## src/rtl/cond_pkg.sv

```systemverilog
// Shared definitions for the ARM-style condition unit: the condition-field
// encoding and the bit positions of N, Z, C and V in the flag vector.
package cond_pkg;

  typedef enum logic [3:0] {
    COND_EQ = 4'h0,
    COND_NE = 4'h1,
    COND_CS = 4'h2,
    COND_CC = 4'h3,
    COND_MI = 4'h4,
    COND_PL = 4'h5,
    COND_VS = 4'h6,
    COND_VC = 4'h7,
    COND_HI = 4'h8,
    COND_LS = 4'h9,
    COND_GE = 4'hA,
    COND_LT = 4'hB,
    COND_GT = 4'hC,
    COND_LE = 4'hD,
    COND_AL = 4'hE,
    COND_NV = 4'hF
  } cond_e;

  localparam int unsigned N_IDX = 3;
  localparam int unsigned Z_IDX = 2;
  localparam int unsigned C_IDX = 1;
  localparam int unsigned V_IDX = 0;

endpackage

```

## src/rtl/cond_unit_if.sv

```systemverilog
// Execute-stage bundle in, registered write-back bundle out, plus the
// architectural flag register made visible to the outside.
interface cond_unit_if;
  logic        in_valid;
  logic        in_ready;
  logic [31:0] alu_result;
  logic [3:0]  alu_flags;
  logic [3:0]  cond;
  logic [1:0]  flag_w;
  logic        pcs;
  logic        reg_w;
  logic        mem_w;
  logic [3:0]  rd;
  logic        out_valid;
  logic        out_ready;
  logic [31:0] out_result;
  logic [3:0]  out_rd;
  logic        pcs_en;
  logic        reg_w_en;
  logic        mem_w_en;
  logic        cond_ex;
  logic [3:0]  flags_q;

  modport master (
    output in_valid, alu_result, alu_flags, cond, flag_w, pcs, reg_w, mem_w, rd,
           out_ready,
    input  in_ready, out_valid, out_result, out_rd, pcs_en, reg_w_en, mem_w_en,
           cond_ex, flags_q
  );

  modport slave (
    input  in_valid, alu_result, alu_flags, cond, flag_w, pcs, reg_w, mem_w, rd,
           out_ready,
    output in_ready, out_valid, out_result, out_rd, pcs_en, reg_w_en, mem_w_en,
           cond_ex, flags_q
  );
endinterface

```

## src/rtl/cond_check.sv

```systemverilog
// Combinational ARM condition-code evaluation against a {N,Z,C,V} vector.
module cond_check
  import cond_pkg::*;
(
  input  logic [3:0] cond,
  input  logic [3:0] flags,
  output logic       pass
);

  logic n, z, c, v;

  assign n = flags[N_IDX];
  assign z = flags[Z_IDX];
  assign c = flags[C_IDX];
  assign v = flags[V_IDX];

  always_comb begin
    pass = 1'b0;
    case (cond_e'(cond))
      COND_EQ: pass = z;
      COND_NE: pass = !z;
      COND_CS: pass = c;
      COND_CC: pass = !c;
      COND_MI: pass = n;
      COND_PL: pass = !n;
      COND_VS: pass = v;
      COND_VC: pass = !v;
      COND_HI: pass = c && !z;
      COND_LS: pass = !c || z;
      COND_GE: pass = (n == v);
      COND_LT: pass = (n != v);
      COND_GT: pass = !z && (n == v);
      COND_LE: pass = z || (n != v);
      COND_AL: pass = 1'b1;
      COND_NV: pass = 1'b0;
    endcase
  end

endmodule

```

## src/rtl/cond_unit.sv

```systemverilog
// Condition stage: evaluates the condition field against the current flags,
// gates the write requests, updates the flag register and registers the bundle.
module cond_unit
  import cond_pkg::*;
(
  input logic        clk,
  input logic        rst_n,
  cond_unit_if.slave bus
);

  logic        out_valid_q,  out_valid_d;
  logic [31:0] out_result_q, out_result_d;
  logic [3:0]  out_rd_q,     out_rd_d;
  logic        cond_ex_q,    cond_ex_d;
  logic        pcs_en_q,     pcs_en_d;
  logic        reg_w_en_q,   reg_w_en_d;
  logic        mem_w_en_q,   mem_w_en_d;
  logic [3:0]  flags_q,      flags_d;

  logic pass;
  logic in_ready;
  logic accept;

  cond_check u_cond_check (
    .cond  (bus.cond),
    .flags (flags_q),
    .pass  (pass)
  );

  assign in_ready = !out_valid_q || bus.out_ready;
  assign accept   = bus.in_valid && in_ready;

  always_comb begin
    out_valid_d  = out_valid_q;
    out_result_d = out_result_q;
    out_rd_d     = out_rd_q;
    cond_ex_d    = cond_ex_q;
    pcs_en_d     = pcs_en_q;
    reg_w_en_d   = reg_w_en_q;
    mem_w_en_d   = mem_w_en_q;
    flags_d      = flags_q;

    if (accept) begin
      out_valid_d  = 1'b1;
      out_result_d = bus.alu_result;
      out_rd_d     = bus.rd;
      cond_ex_d    = pass;
      pcs_en_d     = bus.pcs   && pass;
      reg_w_en_d   = bus.reg_w && pass;
      mem_w_en_d   = bus.mem_w && pass;
    end else if (bus.out_ready) begin
      // Drained with nothing behind it: drop the enables with out_valid.
      out_valid_d = 1'b0;
      pcs_en_d    = 1'b0;
      reg_w_en_d  = 1'b0;
      mem_w_en_d  = 1'b0;
    end

    if (accept && pass) begin
      if (bus.flag_w[1]) begin
        flags_d[N_IDX] = bus.alu_flags[N_IDX];
        flags_d[Z_IDX] = bus.alu_flags[Z_IDX];
      end
      if (bus.flag_w[0]) begin
        flags_d[C_IDX] = bus.alu_flags[C_IDX];
        flags_d[V_IDX] = bus.alu_flags[V_IDX];
      end
    end
  end

  always_ff @(posedge clk or negedge rst_n) begin
    if (!rst_n) begin
      out_valid_q  <= 1'b0;
      out_result_q <= 32'd0;
      out_rd_q     <= 4'd0;
      cond_ex_q    <= 1'b0;
      pcs_en_q     <= 1'b0;
      reg_w_en_q   <= 1'b0;
      mem_w_en_q   <= 1'b0;
      flags_q      <= 4'd0;
    end else begin
      out_valid_q  <= out_valid_d;
      out_result_q <= out_result_d;
      out_rd_q     <= out_rd_d;
      cond_ex_q    <= cond_ex_d;
      pcs_en_q     <= pcs_en_d;
      reg_w_en_q   <= reg_w_en_d;
      mem_w_en_q   <= mem_w_en_d;
      flags_q      <= flags_d;
    end
  end

  assign bus.in_ready   = in_ready;
  assign bus.out_valid  = out_valid_q;
  assign bus.out_result = out_result_q;
  assign bus.out_rd     = out_rd_q;
  assign bus.cond_ex    = cond_ex_q;
  assign bus.pcs_en     = pcs_en_q;
  assign bus.reg_w_en   = reg_w_en_q;
  assign bus.mem_w_en   = mem_w_en_q;
  assign bus.flags_q    = flags_q;

endmodule

```

## src/flat_wrapper.sv

```systemverilog
// flat-port wrapper written by rule: the top's interface ports become plain ports
module cond_unit_flat import cond_pkg::*;
  (clk, rst_n, bus_in_valid, bus_alu_result, bus_alu_flags, bus_cond, bus_flag_w, bus_pcs, bus_reg_w, bus_mem_w, bus_rd, bus_out_ready, bus_in_ready, bus_out_valid, bus_out_result, bus_out_rd, bus_pcs_en, bus_reg_w_en, bus_mem_w_en, bus_cond_ex, bus_flags_q);
  cond_unit_if bus_i ();
  input logic clk;
  input logic rst_n;
  input wire logic [$bits(bus_i.in_valid)-1:0] bus_in_valid;
  input wire logic [$bits(bus_i.alu_result)-1:0] bus_alu_result;
  input wire logic [$bits(bus_i.alu_flags)-1:0] bus_alu_flags;
  input wire logic [$bits(bus_i.cond)-1:0] bus_cond;
  input wire logic [$bits(bus_i.flag_w)-1:0] bus_flag_w;
  input wire logic [$bits(bus_i.pcs)-1:0] bus_pcs;
  input wire logic [$bits(bus_i.reg_w)-1:0] bus_reg_w;
  input wire logic [$bits(bus_i.mem_w)-1:0] bus_mem_w;
  input wire logic [$bits(bus_i.rd)-1:0] bus_rd;
  input wire logic [$bits(bus_i.out_ready)-1:0] bus_out_ready;
  output wire logic [$bits(bus_i.in_ready)-1:0] bus_in_ready;
  output wire logic [$bits(bus_i.out_valid)-1:0] bus_out_valid;
  output wire logic [$bits(bus_i.out_result)-1:0] bus_out_result;
  output wire logic [$bits(bus_i.out_rd)-1:0] bus_out_rd;
  output wire logic [$bits(bus_i.pcs_en)-1:0] bus_pcs_en;
  output wire logic [$bits(bus_i.reg_w_en)-1:0] bus_reg_w_en;
  output wire logic [$bits(bus_i.mem_w_en)-1:0] bus_mem_w_en;
  output wire logic [$bits(bus_i.cond_ex)-1:0] bus_cond_ex;
  output wire logic [$bits(bus_i.flags_q)-1:0] bus_flags_q;
  assign bus_i.in_valid = bus_in_valid;
  assign bus_i.alu_result = bus_alu_result;
  assign bus_i.alu_flags = bus_alu_flags;
  assign bus_i.cond = bus_cond;
  assign bus_i.flag_w = bus_flag_w;
  assign bus_i.pcs = bus_pcs;
  assign bus_i.reg_w = bus_reg_w;
  assign bus_i.mem_w = bus_mem_w;
  assign bus_i.rd = bus_rd;
  assign bus_i.out_ready = bus_out_ready;
  assign bus_in_ready = bus_i.in_ready;
  assign bus_out_valid = bus_i.out_valid;
  assign bus_out_result = bus_i.out_result;
  assign bus_out_rd = bus_i.out_rd;
  assign bus_pcs_en = bus_i.pcs_en;
  assign bus_reg_w_en = bus_i.reg_w_en;
  assign bus_mem_w_en = bus_i.mem_w_en;
  assign bus_cond_ex = bus_i.cond_ex;
  assign bus_flags_q = bus_i.flags_q;
  cond_unit u_core (.clk(clk), .rst_n(rst_n), .bus(bus_i));
endmodule
```

## config.mk

```make
export PLATFORM = sky130hd
export DESIGN_NAME = cond_unit_flat
export DESIGN_NICKNAME = d
export VERILOG_FILES = /design/src/rtl/cond_pkg.sv /design/src/rtl/cond_unit_if.sv /design/src/rtl/cond_check.sv /design/src/rtl/cond_unit.sv /design/src/flat_wrapper.sv
export SDC_FILE = /design/constraint.sdc
export NUM_CORES = 1
export LEC_CHECK = 0
export ABC_CLOCK_PERIOD_IN_PS = 2029
export BUFFER_PORTS_ARGS = -buffer_cell sky130_fd_sc_hd__buf_2
export CORE_UTILIZATION = 45
export DETAILED_ROUTE_END_ITERATION = 7
export PLACE_DENSITY = 0.79
export SLEW_MARGIN = 20
export SYNTH_ARGS = -nofsm -noshare
export SYNTH_HDL_FRONTEND = slang
export SYNTH_SLANG_ARGS = --single-unit
```

## constraint.sdc

```tcl
create_clock -name clk -period 2.03 [get_ports clk]
set_input_delay 0.406 -clock clk [delete_from_list [all_inputs] [get_ports clk]]
set_output_delay 0.406 -clock clk [all_outputs]
set_load 0.01 [all_outputs]
```

==> results of run 1 <==
flip-flops by register name, indices dropped and copies added (netlist names):
register               count
u_core.bus.out_rd          4
u_core.bus.pcs_en          1
u_core.bus.cond_ex         1
u_core.bus.mem_w_en        1
u_core.bus.out_result     32
u_core.bus.flags_q         4
u_core.bus.out_valid       1
u_core.bus.reg_w_en        1
logic make-up after synthesis:
group,after synthesis,share of synthesized area
flops,45,0.575
mux,41,0.235
simple gates,25,0.0817
compound gates,15,0.0575
buf+inv,12,0.0345
xor+xnor,2,0.0166
cell usage in the layout, fill, tap and decap left out, types with 2 or more instances in the layout:
cell type	instances
buf_12	2
clkbuf_8	5
mux2_2	18
nor3b_1	3
inv_1	5
nand2b_1	2
a21oi_1	2
nand3b_1	2
o21ai_1	4
and3_1	2
o211ai_2	2
buf_2	98
mux2_1	22
nand2_1	4
o21ai_2	2
and2b_2	2
dfrtp_1	45
nor2_1	3
path summary, 6_finish.rpt:
kind	slack, ns	start	cells after the start	end
setup / recovery	0.15	u_core.bus.flags_q[2]	5	u_core.bus.flags_q[2]
hold / removal	0.07	rst_n	2	u_core.bus.out_result[21]
setup reg to reg	0.15	u_core.bus.flags_q[2]	5	u_core.bus.flags_q[2]
hold reg to reg	0.48	u_core.bus.reg_w_en	2	u_core.bus.reg_w_en
max in group asynchronous	1.74	rst_n	2	u_core.bus.out_result[29]
min in group clk	0.33	bus_alu_result[24]	2	u_core.bus.out_result[24]
layout make-up:
type,instances,area (um2)
well taps,50,62.6
clock buffers,5,68.8
inverters,5,18.8
repair buffers,101,538
fillers,332,1470
clock inverters,2,35.0
flip-flops and latches,45,1130
multi-input cells,83,767
synth_stat cells:
cell,instances
dfrtp_1,45
mux2_1,22
mux2_2,18
inv_1,5
nand2_1,4
o21ai_1,4
buf_2,3
nor2_1,3
nor3b_1,3
a21oi_1,2
and2b_2,2
and3_1,2
buf_6,2
nand2b_1,2
nand3b_1,2
o211ai_2,2
o21ai_2,2
a211o_1,1
a211oi_1,1
and2_1,1
and4b_1,1
and4b_2,1
buf_4,1
clkbuf_1,1
mux2i_1,1
nor2b_1,1
nor3_1,1
nor4b_1,1
o211a_1,1
o21ai_0,1
o311ai_0,1
or3_1,1
xnor2_1,1
xnor3_2,1
routing by layer:
layer / share of wire / global-route usage
met3: 0.074 / 0.0617
met1: 0.43 / 0.238
met4: 0.015 / 0.0755
met5: 0 / 0
met2: 0.48 / 0.303
metrics by stage:
step / utilization / instances / setup WS, ns / cell area, um2 / hold slack [ns]
final: 0.640 / 291 / 0.151 / 2620 / 0.0737
after global routing: 0.640 / 291 / 0.0644 / 2620 / 0.0952
after floorplan: - / 140 / 0.252 / 1960 / 0.110
after CTS: 0.640 / 291 / 0.133 / 2620 / 0.0814
after detailed placement: 0.615 / 284 / 0.00857 / 2510 / 0.402
after global placement: 0.615 / 284 / 0.0526 / 2510 / 0.402
worst register-to-register path, delay by kind of cell (launching register included):
kind / cells / cell delay (ns)
AOI/OAI and AO/OA: 3 / 0.70
muxes: 1 / 0.34
and+or+nand+nor: 1 / 0.27
DFF: 1 / 0.46
power by group:
group          switching (mW)  internal [mW]  leakage [nW]
logic                   0.311          0.359         0.727
registers               0.134           1.06         0.533
clock network           0.273          0.358        0.0540
total                   0.718           1.78          1.31
==> impl_metrics.env, run 1 <==
export IMPL_maxSlewViolCount=0
export IMPL_gp_congestion=0.730
export IMPL_die_area_mm2=0.00462
export IMPL_grt_first_pass_wirelength_um=6460
export IMPL_die_w_um=68.0
export IMPL_drcViolationCount=0
export IMPL_cts_resized_gates=0
export IMPL_drt_total_wl_um=3970
export IMPL_clock_sinks=45
export IMPL_dieHeight_um=68.0
export IMPL_p_leak_nw=1.31
export IMPL_cp_data_arrival_time_ns=2.05
export IMPL_antenna_found_initial=0
export IMPL_routed_via_count=1461
export IMPL_tritoncts="done"
export IMPL_post_route_period_util=0.926
export IMPL_rsz0062_at_grt="false"
export IMPL_slew_headroom=0.746
export IMPL_cts_root_buf="clkbuf_8"
export IMPL_p_total_mw=2.49
export IMPL_fmax_mhz=532
export IMPL_ys_ff_latch=45
export IMPL_fp_coreArea_mm2=0.00409
export IMPL_tns_ns=0
export IMPL_drt_pass1_iterations=4
export IMPL_clkLatencyLatePin_ns=0.29
export IMPL_slowest_stage="dfrtp_1"
export IMPL_routedWlPerCell_um=13.6
export IMPL_via_per_inst=5.02
export IMPL_ioPinCount=99
export IMPL_crit_path_max_incr_delay_ns=0.46
export IMPL_setup_viol=0
export IMPL_yosysTopAreaCellShare=0.575
export IMPL_synth_area_per_cell_um2=14.0
export IMPL_fin_skew_ns=0.00358
export IMPL_p_per_area_mw_per_mm2=953
export IMPL_start_util=0.479
export IMPL_cts_buffers=5
export IMPL_hold_violations=0
export IMPL_clkSlewWorstSetupHoldPaths_ns=0.08
export IMPL_grt_overflow_total=0
export IMPL_antenna_left=0
export IMPL_synthTopCellsByArea="dfrtp_1 57%, mux2_1 13%, mux2_2 10%, o211ai_2 1.3%, xnor3_2 1.2%"
export IMPL_synth_fp_nets=193
export IMPL_ctsHoldBuffers=0
export IMPL_start_kind="flop"
export IMPL_required_ns=2.20
export IMPL_rows=23
export IMPL_htreeDepth=2
export IMPL_yosysSeqAreaShare=0.575
export IMPL_nNetsFinal=294
export IMPL_grt_use_total=0.190
export IMPL_num_antenna_cells=0
export IMPL_grt_start_max_net_pins=46
export IMPL_grt_pass1_vias=1426
export IMPL_path_cells="and4b_2 -> a211oi_1 -> o211ai_2 -> o21ai_2 -> mux2_1"
export IMPL_yosysWarnings=0
export IMPL_critPathMaxFanout=8
export IMPL_crit_family="compound AO/OA/AOI/OAI gates"
export IMPL_port_buffers=98
export IMPL_worst_path_buf_inv=0
export IMPL_hold_class="in -> async"
export IMPL_yosysTopAreaCell="dfrtp_1"
export IMPL_clockBufferDepth=2
export IMPL_synth_cells=140
export IMPL_hpwl_um=3020
export IMPL_end_kind="flop"
export IMPL_drtIter0Drc=34
export IMPL_outcome="complete, no violations"
export IMPL_postCtsSetupBuffers=0
export IMPL_tightest_slew_ns=0.377
export IMPL_period_needed_ns=1.88
export IMPL_synthesis_area_mm2=0.00196
export IMPL_path_class="reg -> reg"
export IMPL_synth_distinct_cells=34
export IMPL_areaGrowthSynthToFinish_pct=33.5
export IMPL_drv_cap=0
export IMPL_drive_gt1_frac=0.560
export IMPL_peakVddDrop_mv=0.629
Power figures use the tool's default switching activity.
==> run 2, diff against run 1 <==
--- a/config.mk
+++ b/config.mk
@@ -5,6 +5,7 @@
 export SDC_FILE = /design/constraint.sdc
 export NUM_CORES = 1
 export LEC_CHECK = 0
+export ABC_AREA = 1
 export ABC_CLOCK_PERIOD_IN_PS = 2029
 export BUFFER_PORTS_ARGS = -buffer_cell sky130_fd_sc_hd__buf_2
 export CORE_UTILIZATION = 45
==> impl_metrics.env, run 2 <==
export IMPL_outcome="complete, no violations"
export IMPL_clkSlewWorstSetupHoldPaths_ns=0.08
export IMPL_grt_use_met1=0.269
export IMPL_tightest_slew_ns=0.643
export IMPL_grt_start_max_net_pins=39
export IMPL_p_per_area_mw_per_mm2=973
export IMPL_ctsHoldBuffers=0
export IMPL_synth_flop_cell="dfrtp_1"
export IMPL_synth_commonest_cells="149 x nand2_1, 45 x dfrtp_1, 9 x nand3_1"
export IMPL_nNetsFinal=396
export IMPL_use_met2=0.311
export IMPL_synth_fp_nets=296
export IMPL_final_cell_mix="149 x nand2_1, 98 x buf_2, 45 x dfrtp_1"
export IMPL_fillers=353
export IMPL_grt_first_pass_wirelength_um=6730
export IMPL_cp_data_arrival_time_ns=1.63
export IMPL_p_leak_nw=1.58
export IMPL_die_w_um=67.9
export IMPL_antenna_left=0
export IMPL_fp_coreArea_mm2=0.00409
export IMPL_die_area_mm2=0.00460
export IMPL_synth_cells=243
export IMPL_async_flop_share=1.00
export IMPL_hold_violations=0
export IMPL_slew_headroom=0.572
export IMPL_drcViolationCount=0
export IMPL_tns_ns=0
export IMPL_ff_latch_area_mm2=0.00113
export IMPL_ioPinCount=99
export IMPL_drt_total_wl_um=4390
export IMPL_yosysTopAreaCellShare=0.577
export IMPL_synth_distinct_cells=18
export IMPL_required_ns=2.21
export IMPL_yosysWarnings=0
export IMPL_critPathMaxFanout=10
export IMPL_synthTopCellsByArea="dfrtp_1 58%, nand2_1 29%, nand3_1 2.3%, buf_2 1.8%, nand3_2 1.5%"
export IMPL_synth_edff_count=0
export IMPL_yosysMostFrequentCell="nand2_1"
export IMPL_multi_input_area_um2=733
export IMPL_grt_pass1_vias=1531
export IMPL_routedWlPerCell_um=11.1
export IMPL_postCtsSetupBuffers=0
export IMPL_period_needed_ns=1.45
export IMPL_clockBufferDepth=2
export IMPL_setup_viol=0
export IMPL_dieHeight_um=67.9
export IMPL_rsz0062_at_grt="false"
export IMPL_cts_resized_gates=0
export IMPL_routed_via_count=1839
export IMPL_path_class="reg -> reg"
export IMPL_start_kind="flop"
export IMPL_hold_class="in -> async"
export IMPL_grt_use_met3=0.0467
export IMPL_peakVddDrop_mv=0.585
export IMPL_drive_gt1_frac=0.352
export IMPL_cts_buffers=5
export IMPL_rows=23
export IMPL_synthesis_area_mm2=0.00195
export IMPL_synth_area_per_cell_um2=8.03
export IMPL_gp_congestion=0.761
export IMPL_drt_pass1_iterations=4
export IMPL_end_kind="flop"
export IMPL_clock_sinks=45
export IMPL_drv_cap=0
export IMPL_tritoncts="done"
export IMPL_clkLatencyLatePin_ns=0.29
export IMPL_yosysTopAreaCell="dfrtp_1"
export IMPL_ys_ff_latch=45
export IMPL_holdWs_ns=0.135
export IMPL_yosysSeqAreaShare=0.577
export IMPL_fin_skew_ns=0.00540
export IMPL_maxSlewViolCount=0
export IMPL_largest_reg_flops=32
export IMPL_antenna_found_initial=0
export IMPL_via_per_inst=4.67
export IMPL_port_buffers=98
export IMPL_areaGrowthSynthToFinish_pct=33.3
export IMPL_grt_overflow_total=0
export IMPL_start_util=0.478
export IMPL_post_route_period_util=0.715
export IMPL_hpwl_um=3210
export IMPL_num_antenna_cells=0
export IMPL_cts_root_buf="clkbuf_8"
export IMPL_fmax_mhz=689
export IMPL_htreeDepth=2
export IMPL_busiest_layer="met2"
export IMPL_drtIter0Drc=112
export IMPL_grt_use_total=0.198
export IMPL_final_common_cell="nand2_1"
## run 2: cell count changes in the layout (fill, tap and decap cells not counted), sizes merged, moves of 3 or more
| cell | before | now |
|---|---|---|
| o21ai | 7 | 4 |
| inv | 5 | 10 |
| nor3b | 3 | 0 |
| nand2 | 4 | 152 |
| nand3 | 0 | 12 |
| mux2 | 40 | 0 |
| nand4 | 0 | 4 |
## run 2: layout make-up
type,instances,area share
inverters,11,0.0164
flip-flops and latches,45,0.433
multi-input cells,178,0.282
clock inverters,1,0.0115
well taps,50,0.0241
repair buffers,102,0.200
clock buffers,7,0.0332
## run 2: cell families (layout without fill, tap and decap cells)
family	after synthesis	after routing	share of synthesized area
buf+inv	20	121	0.0474
compound gates	4	4	0.0103
simple gates	174	174	0.365
flops	45	45	0.577
## run 2: through the flow
| stage | power [mW] | cell area (um2) | utilization | std cells | setup WS, ns |
|---|---|---|---|---|---|
| 6_report | 2.53 | 2600 | 0.637 | 394 | 0.579 |
| 5_1_grt | 2.71 | 2600 | 0.637 | 394 | 0.341 |
| 4_1_cts | 2.55 | 2600 | 0.637 | 394 | 0.563 |
| 3_5_place_dp | 1.87 | 2480 | 0.608 | 386 | 0.464 |
| 3_3_place_gp | 1.86 | 2480 | 0.608 | 386 | 0.510 |
| 2_1_floorplan | 1.57 | 1950 | - | 243 | 0.655 |
## run 2: worst max-delay path: stages (launching register included)
cell      delay [ns]
dfrtp_1         0.42
inv_1           0.11
nand2_1         0.06
o21ai_1         0.10
or2_0           0.13
nand3_1         0.06
nand2_1         0.08
clkinv_2        0.07
nand2_4         0.12
nand3_2         0.08
nand2_1         0.07
nand2_1         0.05
## run 2: per-layer routing
layer / routed length (um) / vias up
li1: - / 940
met1: 2020 / 827
met2: 2040 / 68
met3: 290 / 4
met4: 42 / 0
met5: 0 / -
## run 2: final timing paths
check                                       from                         to  slack, ns  depth (start not counted)
hold reg to reg             u_core.bus.out_rd[1]       u_core.bus.out_rd[1]       0.48                          2
setup reg to reg           u_core.bus.flags_q[0]      u_core.bus.flags_q[2]       0.58                         11
max in group asynchronous                  rst_n   u_core.bus.out_result[4]       1.30                          2
setup / recovery           u_core.bus.flags_q[0]      u_core.bus.flags_q[2]       0.58                         11
min in group clk               bus_alu_result[7]   u_core.bus.out_result[7]       0.31                          3
hold / removal                             rst_n  u_core.bus.out_result[21]       0.13                          1
## run 2: power by group
part / leakage (nW) / total, mW / switching (mW) / internal [mW]
registers: 0.556 / 1.15 / 0.106 / 1.05
clock network: 0.0585 / 0.680 / 0.279 / 0.401
logic: 0.964 / 0.699 / 0.420 / 0.279
total: 1.58 / 2.53 / 0.804 / 1.73
==> run 3, diff against run 2 <==
--- a/config.mk
+++ b/config.mk
@@ -6,7 +6,7 @@
 export NUM_CORES = 1
 export LEC_CHECK = 0
 export ABC_AREA = 1
-export ABC_CLOCK_PERIOD_IN_PS = 2029
+export ABC_CLOCK_PERIOD_IN_PS = 1450
 export BUFFER_PORTS_ARGS = -buffer_cell sky130_fd_sc_hd__buf_2
 export CORE_UTILIZATION = 45
 export DETAILED_ROUTE_END_ITERATION = 7
==> constraint.sdc (replaced) <==
create_clock -name clk -period 1.45 [get_ports clk]
set_input_delay 0.29 -clock clk [delete_from_list [all_inputs] [get_ports clk]]
set_output_delay 0.29 -clock clk [all_outputs]
set_load 0.01 [all_outputs]
==> impl_metrics.env, run 3 (synthesis results as in run 2) <==
export IMPL_tightest_slew_ns=0.379
export IMPL_critPathMaxFanout=5
export IMPL_post_route_util=0.645
export IMPL_multi_input_area_um2=762
export IMPL_reg2regPathDepth=11
export IMPL_rows=23
export IMPL_gp_congestion=0.778
export IMPL_clock_sinks=45
export IMPL_fin_skew_ns=0.00583
export IMPL_port_buffers=98
export IMPL_largest_reg_flops=32
export IMPL_grt_overflow_total=0
export IMPL_ff_latch_area_mm2=0.00113
export IMPL_tritoncts="done"
export IMPL_start_kind="flop"
export IMPL_critPathLaunch="u_core.bus.flags_q[0]"
export IMPL_num_antenna_cells=0
export IMPL_grt_use_total=0.206
export IMPL_dieHeight_um=67.9
export IMPL_path_class="reg -> reg"
export IMPL_clkSlewWorstSetupHoldPaths_ns=0.08
export IMPL_cts_buffers=5
export IMPL_htreeDepth=2
export IMPL_grt_pass1_vias=1690
export IMPL_r2r_start="u_core.bus.flags_q[0]"
export IMPL_required_ns=1.63
export IMPL_routed_via_count=1876
export IMPL_peakVddDrop_mv=0.785
export IMPL_grt_first_pass_wirelength_um=7050
export IMPL_period_needed_ns=1.48
export IMPL_grt_start_max_net_pins=46
export IMPL_setup_viol=6
export IMPL_drv_cap=0
export IMPL_holdWs_ns=0.190
export IMPL_post_route_period_util=1.02
export IMPL_drtIter0Drc=75
export IMPL_fmax_mhz=676
export IMPL_maxSlewViolCount=0
export IMPL_antenna_found_initial=0
export IMPL_end_kind="flop"
export IMPL_p_leak_nw=1.60
export IMPL_final_common_cell="nand2_1"
export IMPL_drt_total_wl_um=4760
export IMPL_drive_gt1_frac=0.378
export IMPL_rrSetupSlack_ns=-0.03
export IMPL_hpwl_um=3210
export IMPL_die_area_mm2=0.00460
export IMPL_outcome="finished, violations left"
export IMPL_cts_root_buf="clkbuf_8"
export IMPL_worst_slack_ns=-0.0303
export IMPL_violations="setup timing"
export IMPL_areaGrowthSynthToFinish_pct=35.1
export IMPL_antenna_left=0
export IMPL_start_util=0.478
export IMPL_via_per_inst=4.73
export IMPL_hold_violations=0
export IMPL_fillers=353
export IMPL_cp_data_arrival_time_ns=1.66
export IMPL_hold_class="in -> reg"
export IMPL_slew_headroom=0.748
export IMPL_endpoint="u_core.bus.flags_q[1]"
export IMPL_p_per_area_mw_per_mm2=1330
export IMPL_timing_rr_end="u_core.bus.flags_q[1]"
export IMPL_final_cell_mix="146 x nand2_1, 98 x buf_2, 44 x dfrtp_1"
export IMPL_clkLatencyLatePin_ns=0.29
export IMPL_drcViolationCount=0
export IMPL_clockBufferDepth=2
export IMPL_fp_coreArea_mm2=0.00409
export IMPL_routedWlPerCell_um=12.0
export IMPL_nNetsFinal=401
export IMPL_drt_pass1_iterations=4
export IMPL_ioPinCount=99
export IMPL_rsz0062_at_grt="true"
export IMPL_die_w_um=67.9
-- run 3: repair_timing --
action | in CTS | in global routing
pin swaps | 0 | 2
gates cloned | 0 | 1
hold buffers | 1 | 0
setup endpoints to repair | 1 | 8
setup buffers | 2 | 2
hold endpoints to repair | 45 | 0
gates resized for setup | 0 | 11
-- run 3: cell type report --
type | count | share of cell area
clock buffers | 5 | 0.0261
flip-flops and latches | 45 | 0.427
repair buffers | 106 | 0.216
well taps | 50 | 0.0237
multi-input cells | 179 | 0.289
inverters | 11 | 0.0161
clock inverters | 1 | 0.00190
-- run 3: worst min path at each step --
stage                       startpoint                         to  slack [ns]  depth (start not counted)
finish              bus_alu_result[31]  u_core.bus.out_result[31]        0.19                          3
global route         bus_alu_result[1]   u_core.bus.out_result[1]        0.18                          3
CTS                 bus_alu_result[31]  u_core.bus.out_result[31]        0.18                          3
detailed placement               rst_n  u_core.bus.out_result[21]        0.28                          2
global placement                 rst_n  u_core.bus.out_result[21]        0.29                          2
floorplan                        rst_n         u_core.bus.cond_ex      -0.006                          0
-- run 3: power breakdown --
part,internal [mW],switching [mW]
combinational,0.492,0.677
clock,0.317,0.375
sequential,1.47,0.164
-- run 3: worst max-delay path: stages (launching register included) --
cell     delay [ns]
dfrtp_1        0.43
buf_4          0.16
nand2_1        0.09
nand3_2        0.10
nand2_2        0.07
nand2_1        0.06
nand2_1        0.06
nand3_2        0.08
nand2_4        0.11
nand2_4        0.07
nand4_1        0.08
nand2_1        0.06
-- run 3: layer usage --
metal	global-route usage	share of wire	vias to the layer above
met5	0	0	-
met4	0.0755	0.014	0
met3	0.0567	0.068	8
met2	0.335	0.48	85
met1	0.262	0.44	837
li1	-	-	946
-- run 3: through the flow --
| step | std cells | total power, mW | setup WS [ns] | area, um2 | setup TNS (ns) |
|---|---|---|---|---|---|
| 6_report | 397 | 3.49 | -0.0303 | 2640 | -0.0930 |
| 5_1_grt | 397 | 3.72 | -0.122 | 2640 | -0.786 |
| 4_1_cts | 394 | 3.37 | 0.00126 | 2590 | 0 |
| 3_5_place_dp | 385 | 2.63 | 0.00487 | 2490 | 0 |
| 3_3_place_gp | 385 | 2.59 | 0.0871 | 2490 | 0 |
| 2_1_floorplan | 243 | 2.20 | 0.104 | 1950 | 0 |
